File: config.mk
export PLATFORM = sky130hd
export DESIGN_NAME = trng_block_packer
export DESIGN_NICKNAME = d
export VERILOG_FILES = /design/src/rtl/trng_pkg.sv /design/src/rtl/trng_rct.sv /design/src/rtl/trng_block_packer.sv
export SDC_FILE = /design/constraint.sdc
export NUM_CORES = 1
export LEC_CHECK = 0
export ABC_AREA = 1
export BUFFER_PORTS_ARGS = -buffer_cell sky130_fd_sc_hd__buf_2
export CAP_MARGIN = 0
export CORE_MARGIN = 8
export CORE_UTILIZATION = 55
export DETAILED_ROUTE_END_ITERATION = 8
export PLACE_DENSITY_LB_ADDON = 0.2
export SYNTH_ARGS = -nofsm -noshare
export SYNTH_HDL_FRONTEND = slang
export SYNTH_SLANG_ARGS = --single-unit
File: constraint.sdc
create_clock -name i_clk -period 2.2 [get_ports i_clk]
set_input_delay 0.22 -clock i_clk [delete_from_list [all_inputs] [get_ports i_clk]]
set_output_delay 0.22 -clock i_clk [all_outputs]
set_load 0.005 [all_outputs]
File: src/rtl/trng_pkg.sv
// trng_pkg: block geometry and bit-ordering shared by the TRNG packer and aespp.
// Ports: none (package). Provides AES_BLOCK_W, FILL_CNT_W, LAST_BIT_IDX.
// Ordering: the k-th accepted bit of a block is placed at bit k, so dat[0] is the oldest bit.
package trng_pkg;

  localparam int AES_BLOCK_W = 128;
  localparam int FILL_CNT_W  = 7;

  // Index of the final bit of a block. Accepting the bit at this index completes the block.
  localparam logic [FILL_CNT_W-1:0] LAST_BIT_IDX = FILL_CNT_W'(AES_BLOCK_W - 1);

endpackage

File: src/rtl/trng_rct.sv
// trng_rct: repetition-count health test on the stream of accepted TRNG bits.
// Ports: clk/reset, strobe+value (accepted bit), clear (restart test),
//        trip (combinational: this bit reaches the cutoff), fail (sticky, registered).
module trng_rct #(
  parameter int RCT_CUTOFF = 32
) (
  input  logic clk,
  input  logic reset,
  input  logic strobe,
  input  logic value,
  input  logic clear,
  output logic trip,
  output logic fail
);

  localparam int RUN_W = $clog2(RCT_CUTOFF + 1);

  logic             last;
  logic [RUN_W-1:0] run;
  logic [RUN_W-1:0] run_next;

  // A run of 0 means "no bit seen since reset/clear", so the next bit always starts at 1.
  always_comb begin
    run_next = run;
    if (run == '0 || value != last) begin
      run_next = RUN_W'(1);
    end else if (run != '1) begin
      run_next = run + RUN_W'(1);
    end
  end

  assign trip = strobe & (run_next == RUN_W'(RCT_CUTOFF));

  always_ff @(posedge clk) begin
    if (reset) begin
      last <= 1'b0;
      run  <= '0;
      fail <= 1'b0;
    end else if (clear) begin
      run  <= '0;
      fail <= 1'b0;
    end else if (strobe) begin
      last <= value;
      run  <= run_next;
      if (trip) begin
        fail <= 1'b1;
      end
    end
  end

endmodule

File: src/rtl/trng_block_packer.sv
// trng_block_packer: packs raw TRNG bits into 128-bit blocks for aespp, double-buffered.
// Ports: i_bit_valid/i_bit raw samples; i_consumed releases hold; i_clear_fail restarts RCT;
//        o_dat/o_valid hold block; o_health_fail sticky RCT flag; o_drop_count saturating drops.
module trng_block_packer
  import trng_pkg::*;
#(
  parameter int RCT_CUTOFF = 32,
  parameter int DROP_W     = 16
) (
  input  logic                   i_clk,
  input  logic                   i_reset,
  input  logic                   i_bit_valid,
  input  logic                   i_bit,
  input  logic                   i_consumed,
  input  logic                   i_clear_fail,
  output logic [AES_BLOCK_W-1:0] o_dat,
  output logic                   o_valid,
  output logic                   o_health_fail,
  output logic [DROP_W-1:0]      o_drop_count
);

  logic [AES_BLOCK_W-1:0] fill;
  logic [FILL_CNT_W-1:0]  cnt;
  logic                   fill_full;

  logic accept;
  logic trip;
  logic store;
  logic last_bit;
  logic hold_free;
  logic consume;
  logic drop;

  // Clear wins over a same-cycle bit; a failed test blocks everything until cleared.
  assign accept    = i_bit_valid & ~fill_full & ~o_health_fail & ~i_clear_fail;
  // The bit that trips the RCT is never written into the fill register.
  assign store     = accept & ~trip;
  assign last_bit  = store & (cnt == LAST_BIT_IDX);
  assign hold_free = ~o_valid | i_consumed;
  assign consume   = o_valid & i_consumed;
  assign drop      = i_bit_valid & fill_full & ~o_health_fail & ~(&o_drop_count);

  trng_rct #(
    .RCT_CUTOFF(RCT_CUTOFF)
  ) u_rct (
    .clk   (i_clk),
    .reset (i_reset),
    .strobe(accept),
    .value (i_bit),
    .clear (i_clear_fail),
    .trip  (trip),
    .fail  (o_health_fail)
  );

  always_ff @(posedge i_clk) begin
    if (i_reset) begin
      fill         <= '0;
      cnt          <= '0;
      fill_full    <= 1'b0;
      o_dat        <= '0;
      o_valid      <= 1'b0;
      o_drop_count <= '0;
    end else begin
      // Fill side. Count restarts at every completion, whether the block moved to
      // hold or is parked in fill waiting for hold to free up.
      if (store) begin
        fill[cnt] <= i_bit;
        cnt       <= last_bit ? '0 : cnt + FILL_CNT_W'(1);
      end
      if (trip || i_clear_fail) begin
        cnt <= '0;
      end

      if (trip) begin
        fill_full <= 1'b0;
      end else if (last_bit && !hold_free) begin
        fill_full <= 1'b1;
      end else if (consume && fill_full) begin
        fill_full <= 1'b0;
      end

      // Hold side. The completing bit bypasses the fill register so the block is
      // visible the cycle after its last bit.
      if (last_bit && hold_free) begin
        o_dat   <= {i_bit, fill[AES_BLOCK_W-2:0]};
        o_valid <= 1'b1;
      end else if (consume && fill_full) begin
        o_dat <= fill;
      end else if (consume) begin
        o_valid <= 1'b0;
      end

      if (drop) begin
        o_drop_count <= o_drop_count + DROP_W'(1);
      end
    end
  end

endmodule

# --- Yosys cells after proc, flatten, opt, wreduce, memory -nomap -nowiden ---
# Index checks and enable logic that the tools add are counted.
word_totals:
  reg_bits: 289
  input_bits: 6
classes:
  n_addsub: 3
  order_cmp: 2
  eq_ne: 5
  mux: 13
  bitwise_logic: 17
  reduce_logical: 18
op_table:
  columns: ["operator", "count"]
  rows:
  - ["2-to-1 mux 128 bit", 2]
  - ["bitwise mux 128 bit", 1]
  - ["adder 16 x 1 -> 16 bit, second input constant", 1]
  - ["AND reduction 16 bit", 1]
  - ["2-to-1 mux 6 bit", 2]
  - ["bitwise AND 1 bit", 10]
  - ["< comparator 7 x 8 -> 1 bit, second input constant", 1]
  - ["adder 7 x 1 -> 7 bit, second input constant", 1]
  - ["demux 1 bit (select 7 bit)", 1]
  - ["equality test 7 bit, second input constant", 1]
  - ["greater-or-equal comparator 7 x 1 -> 1 bit, second input constant", 1]
  - ["2-to-1 mux 7 bit", 1]
  - ["adder 6 x 1 -> 6 bit, second input constant", 1]
  - ["equality test 6 bit, second input constant", 1]
  - ["zero test 6 bit", 1]
  - ["2-to-1 mux 1 bit", 6]
  - ["!= test 6 bit, second input constant", 1]
  - ["inverter 1 bit", 6]
  - ["AND reduction 2 bit", 3]
  - ["nonzero test 2 bit", 3]
  - ["OR reduction 2 bit", 3]
  - ["logical AND 1 bit", 4]
  - ["logical OR 1 bit", 2]
  - ["!= test 2 x 1 -> 1 bit, second input constant", 1]
  - ["other kinds (3)", 3]

# --- Depth between registers and ports, before layout ---
# Gate-level depths: netlist of run 1.
logic_depth:
  depth_word: 11
  mapped_depth: 17
  ltp_nobuf: 15

# --- Modules after synthesis ---
# Synthesis of run 1 repeated with hierarchy kept, for this count alone.
unflattened:
  hier_cells: 1508
  hier_area_um2: 11747.5
by_module_without_submodules:
  columns: ["mod", "instances", "cells_per_inst", "area_each_um2", "seq_area_each_um2"]
  rows:
  - ["trng_block_packer", 1, 1421, 11197.0, 5625.4]
  - ["trng_rct", 1, 87, 550.5, 160.2]

# --- Least setup slack after synthesis of run 1 ---
# No wires, ideal clock.
synth_timing:
  kind: "register to register"
  startpoint: "reg u_rct.run[0]"
  endpoint: "reg fill[52]"
  setup_ns: 0.118
  arrival_time_ns: 1.904
  t_required_ns: 2.082
  slack_ns: 0.178
  stages_incl_launch_ff: 16
  path_buffers: 2
  synth_period_minus_slack_ns: 2.022
  path_cell_list: "dfxtp_1 ha_1 nand2_2 inv_2 nand2_1 nand2_1 nor2_2 nand3_1 nor2_1 nor2_4 buf_6 nand2_2 buf_4 nor2_1 o21ai_0 nor2_1"
synth_between:
  elab_chain_len: 7
  elab_cells_between_ends: 10
synth_rtl:
  columns: ["element", "line_no", "rtl"]
  rows:
  - ["from (decl)", "trng_rct.sv:19", "logic [RUN_W-1:0] run;"]
  - ["from (signal assigned)", "trng_rct.sv:44", "run <= run_next;"]
  - ["adder 6 x 1 -> 6 bit, or another cell as far along", "trng_rct.sv:28", "run_next = run + RUN_W'(1);"]
  - ["2-to-1 mux 6 bit / logical OR 1 bit (equally long branches)", "trng_rct.sv:27, trng_rct.sv:25", null]
  - ["2-to-1 mux 6 bit (*)", "trng_rct.sv:25", "if (run == '0 || value != last) begin"]
  - ["equality test 6 bit (*)", "trng_rct.sv:32", "assign trip = strobe & (run_next == RUN_W'(RCT_CUTOFF));"]
  - ["bitwise AND 1 bit (*)", "trng_rct.sv:32", null]
  - ["inverter 1 bit (*)", "trng_block_packer.sv:37", "assign store = accept & ~trip;"]
  - ["bitwise AND 1 bit (*)", "trng_block_packer.sv:37", null]
  - ["to (signal, indexed assignment)", "trng_block_packer.sv:67", "fill[cnt] <= i_bit;"]
  - ["to (decl)", "trng_block_packer.sv:22", "logic [AES_BLOCK_W-1:0] fill;"]
# Every way passes the cells marked *; elsewhere a longest branch is shown, timed or not.
# A chain may end at the register's enable or synchronous reset.

# --- Worst setup path in the final report of run 1 ---
layout_timing:
  startpoint: "reg u_rct.run[0]"
  endpoint: "reg fill[51]"
# Same word-level chain as after synthesis.

==> results.tsv, run 1 <==
metric	value	unit
DRT Pass-1 Iters	5	
reg2reg end	fill[51]	
row cnt	53	
drt first-iter violations	951	
vias in the first global route	10300	
I/O pin cnt	152	
count leader, synth	nor2_1	
RSZ-0062 raised after global routing	true	
Cell Chain, Critical Path	inv_1 > ha_2 > inv_1 > nor2_1 > nor2_1 > nand3_1 > nor2_4 > nor2_4 > nand2_2 > clkbuf_16 > inv_1 > nand3_1 > a21oi_1	
total congestion overflow	0	
Critical Path End Type	register	
die width	163	um
Filler cells	1719	
fmax	458	MHz
hold path cells	2	
Final min period	2.18	ns
first-pass GRT wire length	51.5	mm
CP required	2.67	ns
Synth Register Bits	289	
Synth Area in Adders	0.421	%
total wire length	32.7	mm
largest net degree at the start of global routing	130	
Final Hold Viols	0	
diode count	0	
Setup CP Type	register to register	
Post-Synth XOR/XNOR Area	0.147	%
clock insertion delay at the later pin of the skew report	0.54	ns
Compound-Gate Fraction of Synth Area	13.7	%
largest family of logic cells by synthesized area	simple AND/OR/NAND/NOR gates	
synthesized area	11900	um^2
Hold Path Origin	i_reset	
syn nets	1660	
cell count after synthesis	1650	
core footprint	21100	um^2
utilization after layout	70.1	%
H-Tree Depth	1	
Max-Cap Viols	0	
Final Power	10800	uW
crit path max-delay cell type	dfxtp_4	
Layout Skew	0.0113	ns
# setup viols final	0	
Mapped Avg Cell Area	7.20	um^2
total CTS buffers	29	
GRT Total Usage	23.0	%
sequential share of the synthesized area	48.7	%
DR WL/cell	15.5	um
multiplexer area fraction after synthesis	0	%
CP Data Arrival Time	2.66	ns
Area Growth Syn to Fin	24.4	%
top post-synthesis cells by area	dfxtp_1, nor2_1, o21ai_0	
initial antenna violation count	0	
Period Utilization, post-route	99.3	%
DRC Markers	0	
chip height	163	um
initial core utilization	56.4	%
clock root buffer	clkbuf_16	
CP startpoint kind	register	
TritonCTS clock tree	built	
DR vias	11200	
Slew @ Worst Pin	0.705	ns
DP HPWL	20.6	mm
r2r startpoint	u_rct.run[0]	
Final nets	1819	
simple-gate portion of the synthesized area	28.2	%
Synth top area share	48.7	%
warnings from Yosys	0	
Synth cell types	39	
Cell Pwr Density	733	nW/um^2
Post-Layout Cell Count	2106	
share of cells above drive strength 1	22.2	%
WHS Endpoint	o_drop_count[0]	
synth cell count leaders	nor2_1, dfxtp_1, o21ai_0	
outcome	completed	
LEAKAGE	0.00679	uW
internal reg-to-reg setup slack	0.02	ns
CP max FO	8	
DR vias/cell	5.31	
GPL Wtd Cong	0.856	
Synth Flop Type	dfxtp_1	
Hold Crit Class	primary input to register	
clock tree buffer depth	3	
VDD IR max	0.570	mV
Crit path top cell by count	inv_1	
R2R depth	13	
buffers added on ports	151	
Routed Antenna Nets	0	
Synth area leader	dfxtp_1	
Placed Cells	2037	
clock transition at the registers of the reported paths	0.07	ns
Slew headroom	53.0	%
Post-synth ARST share	0	%
peak per-stage delay on the critical path	0.38	ns
DIE AREA	26600	um^2
Fin Setup TNS	0	ns
fin. max-slew vios	0	
EDFF count, synth	0	
Sink Count	289	
register area	5790	um^2
Multi-input gate area	5330	um^2
-- flip-flops by register name (all words and copies together), names as in the netlist --
| name | cells |
|---|---|
| cnt | 7 |
| fill | 128 |
| o_dat | 128 |
| o_valid | 1 |
| u_rct.fail | 1 |
| o_drop_count | 16 |
| u_rct.last | 1 |
| u_rct.run | 6 |
| fill_full | 1 |
-- area by class of cell --
cell class	count	share of cell area, %
multi-input combinational	1116	36.0
timing repair buffer	228	11.7
clock buffer	39	5.57
timing repair inverter	1	0.0592
sequential	289	39.2
clock inverter	14	1.42
tap	275	2.33
inverter	144	3.77
-- through the flow --
step	worst slack [ns]	hold WS (ns)	area, um^2
floorplan	0.178	0.348	11900
global placement	-0.201	0.458	13200
detailed placement	-0.219	0.467	13200
CTS	0.0131	0.0117	14400
global route	-0.0927	0.0267	14800
finish	0.0150	0.0364	14800
-- metal layers --
layer,vias up,routed length (um),track usage [%]
li1,5603,-,-
met1,5170,14700,31.3
met2,371,15200,37.8
met3,42,2250,3.55
met4,0,589,5.50
met5,-,0,0
-- cells by family (layout without fill, tap and decap cells) --
group | Yosys count | after routing
AND/OR/NAND/NOR | 790 | 791
adder cells (fa/ha/maj) | 4 | 4
buffers and inverters | 246 | 426
AO/OA/AOI/OAI | 319 | 319
flip-flops | 289 | 289
XOR/XNOR | 2 | 2
-- placed cells by master (no fill, tap or decap), types with 10 or more instances in the layout --
cell,instances
a21oi_1,36
buf_12,20
buf_2,150
buf_4,41
clkbuf_16,33
dfxtp_1,285
inv_1,125
nand2_1,119
nand2_2,10
nand3_1,28
nand4_1,12
nor2_1,457
nor2_2,48
nor3_1,86
o21ai_0,169
o21ai_1,75
o21ai_2,29
-- worst max-delay path: cells and delay by family (launching register included) --
family	cells	cell delay [ns]
AND/OR/NAND/NOR	7	0.84
buffers and inverters	4	0.39
flip-flops	1	0.38
adder cells (fa/ha/maj)	1	0.32
AO/OA/AOI/OAI	1	0.18
-- power by group --
part / internal [uW] / leakage [uW] / switching [uW]
registers: 5240 / 0.00233 / 7.79
logic: 97.0 / 0.00396 / 207
clock network: 3210 / 0.000500 / 2080
-- worst max path at each step --
stage,startpoint,endpoint,slack [ns],depth (start not counted)
finish,u_rct.run[0],fill[51],0.02,13
global route,u_rct.run[5],fill[51],-0.09,13
CTS,u_rct.run[0],fill[82],0.01,13
detailed placement,u_rct.run[0],fill[58],-0.22,14
global placement,u_rct.run[0],fill[82],-0.20,13
floorplan,u_rct.run[0],fill[52],0.18,15
-- what timing repair did --
action                                  in CTS  in global routing
endpoints found under the hold margin        2                  0
hold buffers                                 2                  0
cloned                                       2                  5
gates resized for setup                     20                162
setup buffers                                2                  6
endpoints found under the setup margin      99                233
pin swaps                                    4                  9
Power figures use the tool's default switching activity.
==> run 2: changes to the inputs <==
Settings changed: MAX_ROUTING_LAYER set to met4.
==> run 2 against run 1 <==
First-iteration DRC count is 11% higher. Utilization barely moved. Sequential power about the same. Die area unchanged. Critical endpoint is now o_dat[88]. Sequential cell count did not move. Register-to-register slack improved by 0.02 ns. Non-clock buffer count up 3.
==> results.tsv, run 2 (synthesis results as in run 1) <==
metric	value	unit	change
largest registers	fill (128), o_dat (128), o_drop_count (16)		unchanged
Slew @ Worst Pin	0.639	ns	was 0.705 ns
Buf/Inv on CP	5		was 4
row cnt	53		unchanged
die width	163	um	unchanged
Area Growth Syn to Fin	24.5	%	was 24.4%
outcome	completed		unchanged
first-pass GRT wire length	51.6	mm	was 51.5 mm
total wire length	32.8	mm	was 32.7 mm
CP Data Arrival Time	2.62	ns	was 2.66 ns
M3 GR Usage	3.27	%	was 3.55%
Pint	8710	uW	was 8540 uW
clock root buffer	clkbuf_16		unchanged
DR vias	11100		was 11200
Filler cells	1773		was 1719
grt met1 use	30.6	%	was 31.3%
Placed Cells	2038		was 2037
Setup CP Type	register to register		unchanged
DP HPWL	20.9	mm	was 20.6 mm
chip height	163	um	unchanged
delay-heaviest family, CP	simple AND/OR/NAND/NOR gates		unchanged
CP max FO	8		unchanged
TritonCTS clock tree	built		unchanged
Layout Skew	0.0186	ns	was 0.0113 ns
H-Tree Depth	1		unchanged
most common cell after layout, fill and taps aside	nor2_1		unchanged
DIE AREA	26600	um^2	unchanged
DR vias/cell	5.28		was 5.31
Cell Pwr Density	742	nW/um^2	was 733 nW/um^2
fin. max-slew vios	0		unchanged
Period Utilization, post-route	98.5	%	was 99.3%
Sink Count	289		unchanged
GPL Wtd Cong	0.893		was 0.856
design area	14800	um^2	about the same
GR met2 Demand/Resource	38.4	%	was 37.8%
Switching Share	20.7	%	was 21.2%
Post-Layout Cell Count	2109		was 2106
peak per-stage delay on the critical path	0.36	ns	was 0.38 ns
most frequent cells in the layout	nor2_1, dfxtp_1, o21ai_0, buf_2, inv_1		unchanged
I/O pin cnt	152		unchanged
total congestion overflow	0		unchanged
most used routing layer	met2		unchanged
RSZ-0062 raised after global routing	true		unchanged
largest net degree at the start of global routing	130		unchanged
drt first-iter violations	1051		was 951
clock share of power	49.6	%	was 48.8%
Final nets	1821		was 1819
Routed Antenna Nets	0		unchanged
Final Hold Viols	0		unchanged
Slew headroom	57.4	%	was 53.0%
vias in the first global route	10500		was 10300
Post-DP Area	13200	um^2	about the same
switching power total	2280	uW	was 2300 uW
DRC Markers	0		unchanged
share of cells above drive strength 1	21.5	%	was 22.2%
initial core utilization	56.4	%	unchanged
WHS	0.0145	ns	was 0.0364 ns
post-layout worst setup margin	0.0324	ns	was 0.0150 ns
Critical Path End Type	register		unchanged
Final Power	11000	uW	was 10800 uW
clock tree buffer depth	3		unchanged
Setup WS pre-CTS	-0.0884	ns	was -0.219 ns
core footprint	21100	um^2	unchanged
fmax	461	MHz	was 458 MHz
initial antenna violation count	0		unchanged
Hold Crit Class	primary input to register		unchanged
GRT Total Usage	23.7	%	was 23.0%
Final min period	2.17	ns	was 2.18 ns
LEAKAGE	0.00682	uW	was 0.00679 uW
VDD IR max	0.632	mV	was 0.570 mV
CP startpoint kind	register		unchanged
DR WL/cell	15.5	um	about the same
total CTS buffers	29		unchanged
# setup viols final	0		unchanged
clock insertion delay at the later pin of the skew report	0.55	ns	was 0.54 ns
Max-Cap Viols	0		unchanged
diode count	0		unchanged
buffers added on ports	151		unchanged
CP required	2.65	ns	was 2.67 ns
crit path max-delay cell type	dfxtp_4		unchanged
clock transition at the registers of the reported paths	0.06	ns	was 0.07 ns
Flop pwr share	47.7	%	was 48.4%
DRT Pass-1 Iters	5		unchanged
Logic pwr share	2.7	%	was 2.8%
Cell Chain, Critical Path	inv_2 > ha_4 > nand3_2 > nand2_4 > clkinv_1 > nand3_2 > nor2_4 > nand2_4 > nand4_4 > nand2_8 > clkinv_8 > buf_12 > clkbuf_16 > nor2_4 > nor2_2		was inv_1 > ha_2 > inv_1 > nor2_1 > nor2_1 > nand3_1 > nor2_4 > nor2_4 > nand2_2 > clkbuf_16 > inv_1 > nand3_1 > a21oi_1
run 2: cell types whose count changed in the layout (fill, tap and decap cells not counted), sizes merged:
cell | previous run | this run
inv | 136 | 137
clkbuf | 43 | 44
clkinv | 15 | 16
nor2 | 514 | 513
clkinvlp | 3 | 0
buf | 222 | 224
bufinv | 5 | 7
run 2: worst paths after layout:
check                     from   endpoint  slack (ns)  cells after the start
hold / removal      i_consumed  fill_full        0.01                      4
hold reg to reg       fill[73]   fill[73]        0.48                      2
setup / recovery  u_rct.run[1]  o_dat[88]        0.03                     15
setup reg to reg  u_rct.run[1]  o_dat[88]        0.03                     15
run 2: repair_timing:
item,CTS,global route
hold buffers,2,0
buffers inserted,2,7
endpoints found under the setup margin,107,257
resized for setup,8,137
pin swaps,3,12
endpoints found under the hold margin,3,0
cloned,0,6
run 2: worst reg2reg max path, cell delays in order (launching register included):
cell and delay [ns]:
dfxtp_4 0.36, inv_2 0.10, ha_4 0.14, nand3_2 0.10, nand2_4 0.14, clkinv_1 0.10
nand3_2 0.11, nor2_4 0.05, nand2_4 0.09, nand4_4 0.12, nand2_8 0.14, clkinv_8 0.09
buf_12 0.17, clkbuf_16 0.19, nor2_4 0.12, nor2_2 0.04
run 2: power groups by stage:
stage / Combinational [uW] / Sequential [uW] / Clock, uW
after floorplan: 172 / 5360 / 0
after global routing: 315 / 5240 / 5720
after global placement: 261 / 5360 / 0
after detailed placement: 261 / 5360 / 0
final: 291 / 5240 / 5450
after CTS: 269 / 5240 / 5510
run 2: cell type report:
| cell class | count | area [um^2] | area share (%) |
|---|---|---|---|
| clock inverter | 15 | 254 | 1.72 |
| tap | 275 | 344 | 2.33 |
| inverter | 144 | 558 | 3.77 |
| sequential | 289 | 5800 | 39.2 |
| timing repair inverter | 1 | 8.76 | 0.0592 |
| clock buffer | 39 | 803 | 5.43 |
| timing repair buffer | 231 | 1750 | 11.8 |
| multi-input combinational | 1115 | 5280 | 35.7 |
run 2: per-stage QoR:
step                      TNS, ns  util (%)
final                           0      70.2
after global routing       -0.712      70.2
after CTS                 -0.0472      67.8
after detailed placement    -1.48      62.5
after global placement     -0.167      62.5
after floorplan                 0         -
run 2: metal layers:
layer / share of wire, % / routed length (um) / vias up
met1: 45 / 14900 / 5162
met2: 47 / 15300 / 322
li1: - / - / 5591
met4: 2.2 / 732 / 0
met3: 5.5 / 1820 / 57
met5: 0 / 0 / -
